--- src/rtl/store_monitor.sv ---
// Store-bus self-check for the single-cycle MIPS core: watches data-memory
// stores and reports pass/fail, with a cycle timeout and debug capture.
//
// state | meaning
// ------+---------------------------------------------------------------
// IDLE  | waiting for start; store bus ignored
// RUN   | counting cycles, evaluating every store
// PASS  | PASS_DATA seen at PASS_ADDR; sticky until start
// FAIL  | illegal store, wrong data or timeout; sticky until start
module store_monitor #(
  parameter logic [31:0] PASS_ADDR  = 32'd84,
  parameter logic [31:0] PASS_DATA  = 32'd7,
  parameter logic [31:0] ALLOW_ADDR = 32'd80,
  parameter int          TIMEOUT    = 1000,
  parameter int          CNT_W      = 16
) (
  input  logic             clk,
  input  logic             reset,
  input  logic             start,
  input  logic             memwrite,
  input  logic [31:0]      dataadr,
  input  logic [31:0]      writedata,
  output logic             done,
  output logic             pass,
  output logic             fail,
  output logic [1:0]       fail_code,
  output logic [CNT_W-1:0] wr_count,
  output logic [CNT_W-1:0] cycle_count,
  output logic [31:0]      last_addr,
  output logic [31:0]      last_data
);

  typedef enum logic [1:0] {S_IDLE, S_RUN, S_PASS, S_FAIL} state_t;

  localparam logic [CNT_W-1:0] TO_LAST = CNT_W'(TIMEOUT - 1);

  state_t state;

  always_ff @(posedge clk or negedge reset) begin
    if (!reset) begin
      state       <= S_IDLE;
      done        <= 1'b0;
      pass        <= 1'b0;
      fail        <= 1'b0;
      fail_code   <= 2'd0;
      wr_count    <= '0;
      cycle_count <= '0;
      last_addr   <= '0;
      last_data   <= '0;
    end else begin
      case (state)
        S_RUN: begin
          if (cycle_count != '1)
            cycle_count <= cycle_count + 1'b1;
          if (memwrite) begin
            if (wr_count != '1)
              wr_count <= wr_count + 1'b1;
            last_addr <= dataadr;
            last_data <= writedata;
          end
          // Terminating stores outrank the timeout; ALLOW_ADDR stores do not.
          if (memwrite && dataadr == PASS_ADDR) begin
            done <= 1'b1;
            if (writedata == PASS_DATA) begin
              state <= S_PASS;
              pass  <= 1'b1;
            end else begin
              state     <= S_FAIL;
              fail      <= 1'b1;
              fail_code <= 2'd2;
            end
          end else if (memwrite && dataadr != ALLOW_ADDR) begin
            state     <= S_FAIL;
            done      <= 1'b1;
            fail      <= 1'b1;
            fail_code <= 2'd1;
          end else if (cycle_count == TO_LAST) begin
            state     <= S_FAIL;
            done      <= 1'b1;
            fail      <= 1'b1;
            fail_code <= 2'd3;
          end
        end
        default: begin
          if (start) begin
            state       <= S_RUN;
            done        <= 1'b0;
            pass        <= 1'b0;
            fail        <= 1'b0;
            fail_code   <= 2'd0;
            wr_count    <= '0;
            cycle_count <= '0;
            last_addr   <= '0;
            last_data   <= '0;
          end
        end
      endcase
    end
  end

endmodule

--- config.mk ---
export PLATFORM = sky130hd
export DESIGN_NAME = store_monitor
export DESIGN_NICKNAME = d
export VERILOG_FILES = /design/src/rtl/store_monitor.sv
export SDC_FILE = /design/constraint.sdc
export NUM_CORES = 1
export LEC_CHECK = 0
export BUFFER_PORTS_ARGS = -buffer_cell sky130_fd_sc_hd__buf_4
export CORE_ASPECT_RATIO = 0.6
export CORE_UTILIZATION = 35
export CTS_CLUSTER_DIAMETER = 30
export DETAILED_ROUTE_END_ITERATION = 8
export GPL_TIMING_DRIVEN = 0
export PLACE_DENSITY = 0.73
export SETUP_SLACK_MARGIN = 0.15
export SLEW_MARGIN = 40
export SYNTH_ARGS = -nofsm -noshare
export SYNTH_HDL_FRONTEND = slang
export SYNTH_SLANG_ARGS = --single-unit
export TNS_END_PERCENT = 30
--- constraint.sdc ---
create_clock -name clk -period 2.1 [get_ports clk]
set_clock_uncertainty 0.05 [all_clocks]
set_input_delay 0.315 -clock clk [delete_from_list [all_inputs] [get_ports clk]]
set_output_delay 0.315 -clock clk [all_outputs]
set_load 0.005 [all_outputs]
==> results.tsv, run 1 <==
stage	metric	value	unit
global_route	grt_pass1_wl	23.5	mm
worst_hold_path	min_to	last_data[1]	
routing	dr_total_vias	4373	
die	core-area	12400	um2
timing	period_needed	2.08	ns
final_layout	final_common_cell	buf_4	
synthesis	synth.avg_cell_area	11.1	um2
synthesis	synth_edf_count	0	
timing	tightest_slew	0.562	ns
routing	final_antenna_net_count	0	
final_layout	area_growth	47.5	%
outcome	status	finished clean	
routing	viasPerCell	5.61	
timing	hold_slack	0.156	ns
clock_tree	htree_levels	3	
critical_path	cp_data_arrival_time	2.31	ns
timing	rsz0062_at_grt	yes	
global_route	first_global_vias	4280	
timing	finalSetupViolCount	0	
power_and_ir_drop	ir_drop	441	uV
critical_path	start_kind	flip-flop	
timing	setup_ws	0.0164	ns
routing	wl_per_cell	19.1	um
global_route	grt_max_degree	103	
die	die-area	13500	um2
clock_tree	clk_root_buffer_cell	clkbuf_16	
synthesis	async_reset_ff_share	100	%
routing	totalWireLength	14.9	mm
power_and_ir_drop	p_leak	0.00319	uW
die	io-pin-count	169	
clock_tree	clock_path_buffers	2	
synthesis	syn-num-nets	479	
synthesis	synth_area	4550	um2
placed_design	place_area	6040	um2
placed_design	dp_hpwl	10.8	mm
timing	fmax	0.480	GHz
routing	firstDrtPassIters	4	
die	die_y	90.4	um
worst_hold_path	hp-class	input pin to flip-flop	
timing	hold_viol	0	
placed_design	pre_cts_ws	-0.342	ns
worst_hold_path	holdPathStages	3	
worst_hold_path	hp-start	writedata[1]	
final_layout	drive_gt1_share	41.6	%
placed_design	gp_congestion	0.850	
global_route	antenna_found_initial	0	
final_layout	num_antenna_cells	0	
timing	maxSlewViolCount	0	
power_and_ir_drop	cellPowerDensity	873	nW/um2
global_route	grt-ovfl-total	0	
clock_tree	path_clk_slew	0.07	ns
die	start_util	36.8	%
critical_path	critical_path_class	flip-flop to flip-flop	
final_layout	multi_input_area	2000	um2
flow_run	drv_cap	0	
final_layout	postLayoutCellArea	6720	um2
final_layout	final_util	54.3	%
clock_tree	cts_tree	done	
synthesis	synth_ff_type	dfrtp_1	
clock_tree	cts_buffers	9	
critical_path	endpoint_kind	flip-flop	
critical_path	worst-r2r-setup-slack	0.02	ns
critical_path	rr_startpoint	cycle_count[13]	
synthesis	synth-warning-count	0	
timing	fin_crit_sh	99.2	%
timing	slew_headroom	61.5	%
final_layout	nets	680	
final_layout	fill_cells	1093	
critical_path	required	2.32	ns
final_layout	ff_latch_area	2560	um2
placed_design	io_buffers	168	
clock_tree	clock_sinks	102	
synthesis	ys_ff_latch	102	
die	num_rows	31	
clock_tree	clock_latency	0.34	ns
synthesis	synth_cell_type_count	50	
final_layout	final_cell_mix	190 x buf_4, 93 x dfrtp_1, 62 x a22o_1	
critical_path	r2r-end	cycle_count[13]	
routing	drt_iter0_markers	228	
global_route	grt_use_total	22.3	%
critical_path	cp_max_fo	6	
routing	drc_errors	0	
die	die-width	149	um
critical_path	ff2ff_path_depth	7	
synthesis	synth_seq_area_share	56.1	%
synthesis	synthCells	409	
critical path, stage by stage (launching register included):
cell	delay (ns)
dfrtp_1	0.45
and4_4	0.19
and4_4	0.18
buf_6	0.11
a211o_1	0.29
buf_6	0.14
or4_4	0.47
a21oi_2	0.13
routing by layer:
| metal | vias to the layer above | share of wire, % | GRT usage (%) |
|---|---|---|---|
| met5 | - | 0 | 0 |
| met4 | 0 | 1.1 | 4.51 |
| met3 | 14 | 7.2 | 5.86 |
| met2 | 176 | 44 | 33.3 |
| met1 | 2186 | 47 | 32.3 |
| li1 | 1997 | - | - |
cell families after synthesis:
family | Yosys count | share of synthesized area [%]
muxes | 1 | 0.220
xor gates and xnor gates | 10 | 1.92
AOI/OAI and AO/OA | 119 | 20.2
adders and majority gates | 2 | 0.550
and+or+nand+nor | 151 | 18.5
buffers and inverters | 24 | 2.56
DFF | 102 | 56.1
what timing repair did:
item | in CTS | in global routing
setup buffers | 13 | 7
hold endpoints to repair | 4 | 0
endpoints found under the setup margin | 100 | 87
gates resized for setup | 32 | 23
pin swaps | 13 | 6
hold buffers | 1 | 0
synthesized netlist by cell type, drive strengths merged, types with 2 or more instances:
cell type | instances | area share, %
nand3 | 12 | 1.3
and3 | 5 | 0.69
clkbuf | 10 | 0.82
buf | 13 | 1.6
o31ai | 6 | 0.99
o21ai | 9 | 0.99
nor4 | 22 | 3.0
nor2 | 19 | 1.6
and4 | 4 | 0.88
nand2b | 2 | 0.27
nor4bb | 3 | 0.66
a32oi | 2 | 0.38
o211ai | 2 | 0.33
xnor2 | 9 | 1.7
or3 | 7 | 0.96
a31oi | 5 | 0.69
or4 | 11 | 1.8
a22o | 62 | 12
a21oi | 15 | 1.6
dfrtp | 102 | 56
and2 | 3 | 0.41
a211oi | 3 | 0.49
nor3b | 3 | 0.49
nand2 | 38 | 3.1
a21o | 7 | 1.2
nand4 | 10 | 1.4
nor2b | 2 | 0.27
ha | 2 | 0.55
nor3 | 6 | 0.77
cell type report:
| type | instances | area share [%] |
|---|---|---|
| Inverter | 1 | 0.0559 |
| Sequential cell | 102 | 38.2 |
| Multi-Input combinational cell | 283 | 29.8 |
| Buffer | 23 | 2.27 |
| Clock inverter | 7 | 1.57 |
| Timing Repair Buffer | 190 | 21.7 |
| Clock buffer | 9 | 3.35 |
| Tap cell | 165 | 3.07 |
stage by stage:
step / power [uW] / TNS, ns / std cells
floorplan: 3040 / 0 / 409
global placement: 3820 / -18.00 / 742
detailed placement: 3880 / -21.52 / 742
CTS: 5830 / 0 / 772
global route: 6160 / -0.416 / 780
finish: 5860 / 0 / 780
worst max-delay path by stage:
stage,startpoint,to,slack [ns],cells past startpoint
after floorplan,cycle_count[10],cycle_count[13],0.05,7
after global routing,state[1],wr_count[6],-0.06,7
after global placement,state[1],last_data[28],-0.32,6
after CTS,cycle_count[13],cycle_count[13],0.02,7
final,cycle_count[13],cycle_count[13],0.02,7
after detailed placement,state[1],last_data[13],-0.34,6
sequential cells by signal (all words and copies together), names as in the netlist:
register	count
cycle_count	16
fail	1
fail_code	2
last_addr	32
last_data	32
pass	1
state	2
wr_count	16
power by group:
part	leakage, uW	total (uW)	internal (uW)	switching, uW
clock network	0.000159	1860	1070	792
logic	0.00172	1490	831	662
registers	0.00132	2510	2260	256
Note: power is estimated with default switching activity, not from simulation.
==> run 2: changes to the inputs <==
--- a/config.mk
+++ b/config.mk
@@ -7,11 +7,11 @@
 export LEC_CHECK = 0
 export BUFFER_PORTS_ARGS = -buffer_cell sky130_fd_sc_hd__buf_4
 export CORE_ASPECT_RATIO = 0.6
-export CORE_UTILIZATION = 35
+export CORE_UTILIZATION = 40
 export CTS_CLUSTER_DIAMETER = 30
 export DETAILED_ROUTE_END_ITERATION = 8
 export GPL_TIMING_DRIVEN = 0
-export PLACE_DENSITY = 0.73
+export PLACE_DENSITY = 0.81
 export SETUP_SLACK_MARGIN = 0.15
 export SLEW_MARGIN = 40
 export SYNTH_ARGS = -nofsm -noshare
==> run 2 against run 1 <==
Against the previous run:
- final cell count fell by 2.1%
- count of clock-buffer cells in the layout up 1
- core utilization up 8.8 points
- register-to-register slack about the same
- clock power shrank 9%
- sequential share of layout area is 0.49 points lower
- critical path depth is 1 higher
- combinational power increased by 4%
- sequential power hardly changed
- sequential cell count did not move
- total power decreased by 1.7%
- fmax grew 0.27%
- critical path type unchanged
- critical endpoint unchanged
- largest cell class unchanged
==> results.tsv, run 2 (same netlist as run 1, synthesis figures left out) <==
stage	metric	value	unit	change
routing	totalWireLength	15.0	mm	was 14.9 mm
critical_path	worst-r2r-setup-slack	0.02	ns	about the same
timing	period_needed	2.08	ns	about the same
global_route	antenna_found_initial	0		unchanged
routing	firstDrtPassIters	5		was 4
timing	maxSlewViolCount	0		unchanged
die	start_util	42.1	%	was 36.8%
final_layout	area_growth	49.8	%	was 47.5%
final_layout	final_common_cell	buf_4		unchanged
routing	wl_per_cell	19.7	um	was 19.1 um
critical_path	required	2.32	ns	about the same
clock_tree	clock_sinks	102		unchanged
clock_tree	htree_levels	3		unchanged
placed_design	dp_cells	716		was 742
final_layout	num_antenna_cells	0		unchanged
critical_path	endpoint_kind	flip-flop		unchanged
global_route	grt-ovfl-total	0		unchanged
final_layout	instances_no_fill	764		was 780
placed_design	dp_hpwl	10.6	mm	was 10.8 mm
critical_path	crit_cells	8		was 7
placed_design	place_area	6010	um2	was 6040 um2
timing	fmax	0.481	GHz	was 0.480 GHz
critical_path	rr_startpoint	state[0]		was cycle_count[13]
global_route	first_global_vias	4207		was 4280
global_route	grt_max_degree	103		unchanged
power_and_ir_drop	p_leak	0.00326	uW	was 0.00319 uW
timing	finalSetupViolCount	0		unchanged
flow_run	drv_cap	0		unchanged
routing	final_antenna_net_count	0		unchanged
placed_design	gp_congestion	0.862		was 0.850
timing	rsz0062_at_grt	yes		unchanged
final_layout	reg_top3	last_addr x32, last_data x32		unchanged
critical_path	cp_max_fo	7		was 6
timing	tightest_slew	0.576	ns	was 0.562 ns
global_route	grt_pass1_wl	23.4	mm	was 23.5 mm
power_and_ir_drop	ir_drop	457	uV	was 441 uV
routing	dr_total_vias	4442		was 4373
timing	hold_viol	0		unchanged
die	die-area	11800	um2	was 13500 um2
worst_hold_path	min_to	last_data[1]		unchanged
timing	hold_slack	0.150	ns	was 0.156 ns
placed_design	io_buffers	168		unchanged
critical_path	cp_data_arrival_time	2.29	ns	was 2.31 ns
clock_tree	clock_path_buffers	2		unchanged
final_layout	postLayoutCellArea	6820	um2	was 6720 um2
critical_path	start_kind	flip-flop		unchanged
critical_path	r2r-end	cycle_count[13]		unchanged
timing	setup_tns	0	ns	unchanged
final_layout	final_cell_mix	197 x buf_4, 88 x dfrtp_1, 62 x a22o_1		was 190 x buf_4, 93 x dfrtp_1, 62 x a22o_1
worst_hold_path	holdPathStages	3		unchanged
outcome	status	finished clean		unchanged
clock_tree	cts_buffers	9		unchanged
power_and_ir_drop	cellPowerDensity	845	nW/um2	was 873 nW/um2
clock_tree	path_clk_slew	0.07	ns	about the same
die	num_rows	29		was 31
final_layout	nets	690		was 680
timing	fin_crit_sh	99.0	%	was 99.2%
routing	drc_errors	0		unchanged
timing	slew_headroom	61.2	%	was 61.5%
critical_path	cpLargestDelayFamily	simple AND/OR/NAND/NOR gates		unchanged
critical_path	crit_path_max_incr_delay	0.47	ns	about the same
die	core-area	10800	um2	was 12400 um2
clock_tree	clock_latency	0.34	ns	about the same
worst_hold_path	hp-start	writedata[1]		unchanged
final_layout	drive_gt1_share	45.1	%	was 41.6%
critical_path	critical_path.most_common_cell	buf_6		
worst_hold_path	hp-class	input pin to flip-flop		unchanged
clock_tree	clk_root_buffer_cell	clkbuf_16		unchanged
critical_path	critical_path_class	flip-flop to flip-flop		unchanged
critical_path	path_cells	nor2b_4 > buf_6 > and4_4 > buf_6 > a211o_1 > buf_6 > or4_4 > a21oi_2		was and4_4 > and4_4 > buf_6 > a211o_1 > buf_6 > or4_4 > a21oi_2
die	die_y	84.6	um	was 90.4 um
critical_path	ff2ff_path_depth	8		was 7
global_route	grt_use_total	25.2	%	was 22.3%
die	die-width	140	um	was 149 um
critical_path	critPathBufInv	3		was 2
clock_tree	cts_tree	done		unchanged
power_and_ir_drop	p_total	5760	uW	was 5860 uW
die	io-pin-count	169		unchanged
routing	viasPerCell	5.81		was 5.61
routing	drt_iter0_markers	332		was 228
critical_path	slowest_stage	or4_4		unchanged
-- run 2: changes by cell type in the layout (fill, tap and decap cells not counted), sizes merged --
| cell | previous run | this run |
|---|---|---|
| buf | 202 | 212 |
| bufinv | 2 | 1 |
| clkinvlp | 1 | 2 |
| clkbuf | 19 | 20 |
| inv | 4 | 3 |
-- run 2: what timing repair did --
item / in CTS / in global routing
gates cloned: 0 / 1
hold buffers: 0 / 1
buffers inserted: 11 / 18
pin swaps: 14 / 18
hold endpoints to repair: 0 / 46
gates resized for setup: 40 / 43
endpoints found under the setup margin: 100 / 89
-- run 2: through the flow --
step           util, %  setup slack (ns)
2_1_floorplan        -            0.0452
3_3_place_gp      55.5            -0.275
3_5_place_dp      55.6            -0.328
4_1_cts           60.3           -0.0172
5_1_grt           63.1           -0.0431
6_report          63.1            0.0220
-- run 2: worst max-delay path by stage --
stage / start / end / slack, ns
2_1_floorplan: cycle_count[10] / cycle_count[13] / 0.05
3_3_place_gp: memwrite / last_data[30] / -0.28
3_5_place_dp: state[1] / last_data[28] / -0.33
4_1_cts: state[0] / cycle_count[13] / -0.02
5_1_grt: state[0] / wr_count[8] / -0.04
6_report: state[0] / cycle_count[13] / 0.02
-- run 2: worst register-to-register path, delay by kind of cell (launching register included) --
| family | cells | cell delay, ns |
|---|---|---|
| AND/OR/NAND/NOR | 3 | 0.77 |
| flip-flops | 1 | 0.40 |
| AO/OA/AOI/OAI | 2 | 0.42 |
| buffers and inverters | 3 | 0.38 |
-- run 2: report_power, final --
group / switching, uW / internal, uW / total (uW)
sequential: 248 / 2260 / 2510
combinational: 690 / 859 / 1550
clock: 739 / 964 / 1700
-- run 2: cell type report --
| type | count | area [um2] |
|---|---|---|
| Buffer | 23 | 163 |
| Clock buffer | 10 | 239 |
| Clock inverter | 6 | 67.6 |
| Fill cell | 869 | 3990 |
| Inverter | 1 | 3.75 |
| Multi-Input combinational cell | 283 | 2070 |
| Sequential cell | 102 | 2570 |
| Tap cell | 139 | 174 |
| Timing Repair Buffer | 200 | 1540 |
-- run 2: routing by layer --
metal	up-vias	global-route usage [%]	part of all wire, %
met5	-	0	0
met4	0	4.50	0.85
met3	15	6.05	7.2
met2	192	38.1	45
met1	2218	37.2	47
li1	2017	-	-
==> run 3: changes to the inputs <==
--- a/config.mk
+++ b/config.mk
@@ -11,7 +11,7 @@
 export CTS_CLUSTER_DIAMETER = 30
 export DETAILED_ROUTE_END_ITERATION = 8
 export GPL_TIMING_DRIVEN = 0
-export PLACE_DENSITY = 0.81
+export PLACE_DENSITY = 0.78
 export SETUP_SLACK_MARGIN = 0.15
 export SLEW_MARGIN = 40
 export SYNTH_ARGS = -nofsm -noshare
==> constraint.sdc (replaced) <==
create_clock -name clk -period 2.6 [get_ports clk]
set_clock_uncertainty 0.05 [all_clocks]
set_input_delay 0.39 -clock clk [delete_from_list [all_inputs] [get_ports clk]]
set_output_delay 0.39 -clock clk [all_outputs]
set_load 0.005 [all_outputs]
==> run 3 against run 2 <==
Against the previous run:
- register-to-register slack better by 0.27 ns
- sequential share of layout area grew 2.5 points
- count of clock-buffer cells in the layout fell by 1
- cell area is 6.8% lower
- fmax down 9.8%
- critical endpoint is now last_addr[24]
- largest cell class unchanged
==> results.tsv, run 3 (same netlist as run 1, synthesis figures left out) <==
stage	metric	value	unit	change
clock_tree	clock_sinks	102		unchanged
clock_tree	post-cts-setup-buffers	0		was 11
routing	viasPerCell	5.87		was 5.81
clock_tree	clock_latency	0.35	ns	was 0.34 ns
die	die_y	84.6	um	unchanged
clock_tree	cts_buffers	9		unchanged
critical_path	required	2.83	ns	was 2.32 ns
critical_path	endpoint_kind	flip-flop		unchanged
outcome	status	finished clean		unchanged
power_and_ir_drop	power_frac_clock	31.0	%	was 29.6%
placed_design	io_buffers	168		unchanged
timing	setup_tns	0	ns	unchanged
critical_path	start_kind	flip-flop		unchanged
timing	maxSlewViolCount	0		unchanged
timing	slew_headroom	51.5	%	was 61.2%
routing	dr_total_vias	4307		was 4442
power_and_ir_drop	p_int	3170	uW	was 4080 uW
critical_path	cp_data_arrival_time	2.53	ns	was 2.29 ns
die	start_util	42.1	%	unchanged
clock_tree	clk_root_buffer_cell	clkbuf_16		unchanged
flow_run	drv_cap	0		unchanged
worst_hold_path	hp-start	dataadr[9]		was writedata[1]
timing	hold_viol	0		unchanged
placed_design	dp_hpwl	10.7	mm	was 10.6 mm
clock_tree	htree_levels	3		unchanged
routing	totalWireLength	14.5	mm	was 15.0 mm
power_and_ir_drop	ir_drop	373	uV	was 457 uV
placed_design	gp_congestion	0.833		was 0.862
worst_hold_path	holdPathStages	2		was 3
global_route	grt_pass1_wl	22.9	mm	was 23.4 mm
timing	tightest_slew	0.709	ns	was 0.576 ns
die	num_rows	29		unchanged
critical_path	cp_max_fo	10		was 7
die	core-area	10800	um2	unchanged
final_layout	area_growth	39.7	%	was 49.8%
timing	fmax	0.434	GHz	was 0.481 GHz
timing	period_needed	2.30	ns	was 2.08 ns
routing	drt_iter0_markers	321		was 332
power_and_ir_drop	p_total	4510	uW	was 5760 uW
power_and_ir_drop	power.share.combinational	24.0	%	was 26.9%
routing	wl_per_cell	19.8	um	was 19.7 um
timing	finalSetupViolCount	0		unchanged
clock_tree	clock_path_buffers	2		unchanged
final_layout	postLayoutCellArea	6360	um2	was 6820 um2
final_layout	final_cell_mix	167 x buf_4, 102 x dfrtp_1, 62 x a22o_1		was 197 x buf_4, 88 x dfrtp_1, 62 x a22o_1
routing	final_antenna_net_count	0		unchanged
critical_path	rr_startpoint	state[1]		was state[0]
routing	wl_met3	1.11	mm	was 1.09 mm
final_layout	nets	660		was 690
timing	rsz0062_at_grt	yes		unchanged
routing	routed.top_layer	met4		unchanged
final_layout	num_antenna_cells	0		unchanged
global_route	grt_use_total	25.2	%	about the same
power_and_ir_drop	cellPowerDensity	709	nW/um2	was 845 nW/um2
clock_tree	cts_tree	done		unchanged
routing	met2_length	6.38	mm	was 6.74 mm
global_route	grt-ovfl-total	0		unchanged
critical_path	setup.worst_path.start	state[1]		was state[0]
final_layout	final_common_cell	buf_4		unchanged
clock_tree	path_clk_slew	0.07	ns	about the same
worst_hold_path	hp-class	input pin to flip-flop		unchanged
power_and_ir_drop	p_seq_share	44.9	%	was 43.6%
critical_path	critical_path_class	flip-flop to flip-flop		unchanged
placed_design	place_area	6000	um2	was 6010 um2
global_route	first_global_vias	4024		was 4207
timing	fin_crit_sh	88.6	%	was 99.0%
routing	wl_met1	6.95	mm	was 7.08 mm
global_route	antenna_found_initial	0		unchanged
die	die-width	140	um	unchanged
die	die-area	11800	um2	unchanged
routing	drc_errors	0		unchanged
die	io-pin-count	169		unchanged
power_and_ir_drop	swShare	29.8	%	was 29.1%
routing	firstDrtPassIters	5		unchanged
critical_path	ff2ff_path_depth	6		was 8
power_and_ir_drop	p_leak	0.00304	uW	was 0.00326 uW
power_and_ir_drop	p_sw	1340	uW	was 1680 uW
final_layout	reg_top3	last_addr x32, last_data x32		unchanged
global_route	grt_max_degree	103		unchanged
final_layout	drive_gt1_share	33.9	%	was 45.1%
==> run 3: changes by cell type in the layout (fill, tap and decap cells not counted), moves of 4 or more <==
| cell | previous run | this run |
|---|---|---|
| dfrtp_1 | 88 | 102 |
| a21oi_2 | 4 | 0 |
| a21oi_1 | 11 | 15 |
| buf_1 | 1 | 7 |
| clkbuf_1 | 2 | 8 |
| or4_4 | 4 | 0 |
| buf_6 | 8 | 3 |
| dfrtp_2 | 14 | 0 |
| clkbuf_2 | 6 | 2 |
| buf_4 | 197 | 167 |
| o21ai_0 | 3 | 7 |
==> run 3: worst max-delay path: stages, from the launching register on <==
cell and delay, ns:
dfrtp_1 0.43, nand2b_1 0.18, buf_2 0.19, a21oi_1 0.36, clkbuf_2 0.34, buf_1 0.45
a22o_1 0.23
==> run 3: worst paths after layout <==
kind                                 end  slack (ns)
max in group asynchronous  last_addr[22]        1.44
setup reg to reg           last_addr[24]        0.30
setup / recovery           last_addr[24]        0.30
min in group asynchronous   last_addr[5]        0.42
hold reg to reg             last_data[1]        0.45
hold / removal              last_addr[9]        0.22
==> run 3: layer usage <==
metal / track usage (%) / vias to the layer above
met5: 0 / -
met4: 5.49 / 0
met3: 5.93 / 8
met2: 37.0 / 206
met1: 37.7 / 2137
li1: - / 1956
==> run 3: repair_timing <==
item,4_1_cts,5_1_grt
cloned,0,0
endpoints found under the hold margin,0,25
hold buffers,0,1
setup endpoints to repair,1,21
gates resized for setup,1,5
==> run 3: area by class of cell <==
class	instances	area [um2]
clock inverters	7	80.1
well taps	139	174
repair buffers	170	1310
inverters	1	3.75
fillers	921	4450
flip-flops and latches	102	2550
multi-input cells	283	1900
clock buffers	9	225
plain buffers	23	115
==> run 3: power by group through the flow <==
stage	combinational [uW]	sequential [uW]	clock, uW
CTS	1080	2020	1430
global route	1180	2060	1510
global placement	1050	2030	0
floorplan	422	2020	0
detailed placement	1080	2050	0
finish	1080	2030	1400
==> run 3: stage by stage <==
stage / hold slack [ns] / cells / setup slack [ns] / utilization, %
after floorplan: 0.0444 / 409 / 0.520 / -
after global placement: 0.409 / 716 / 0.177 / 55.4
after detailed placement: 0.411 / 716 / 0.104 / 55.5
after CTS: 0.0632 / 732 / 0.184 / 58.3
after global routing: 0.213 / 734 / 0.130 / 58.8
final: 0.220 / 734 / 0.296 / 58.8
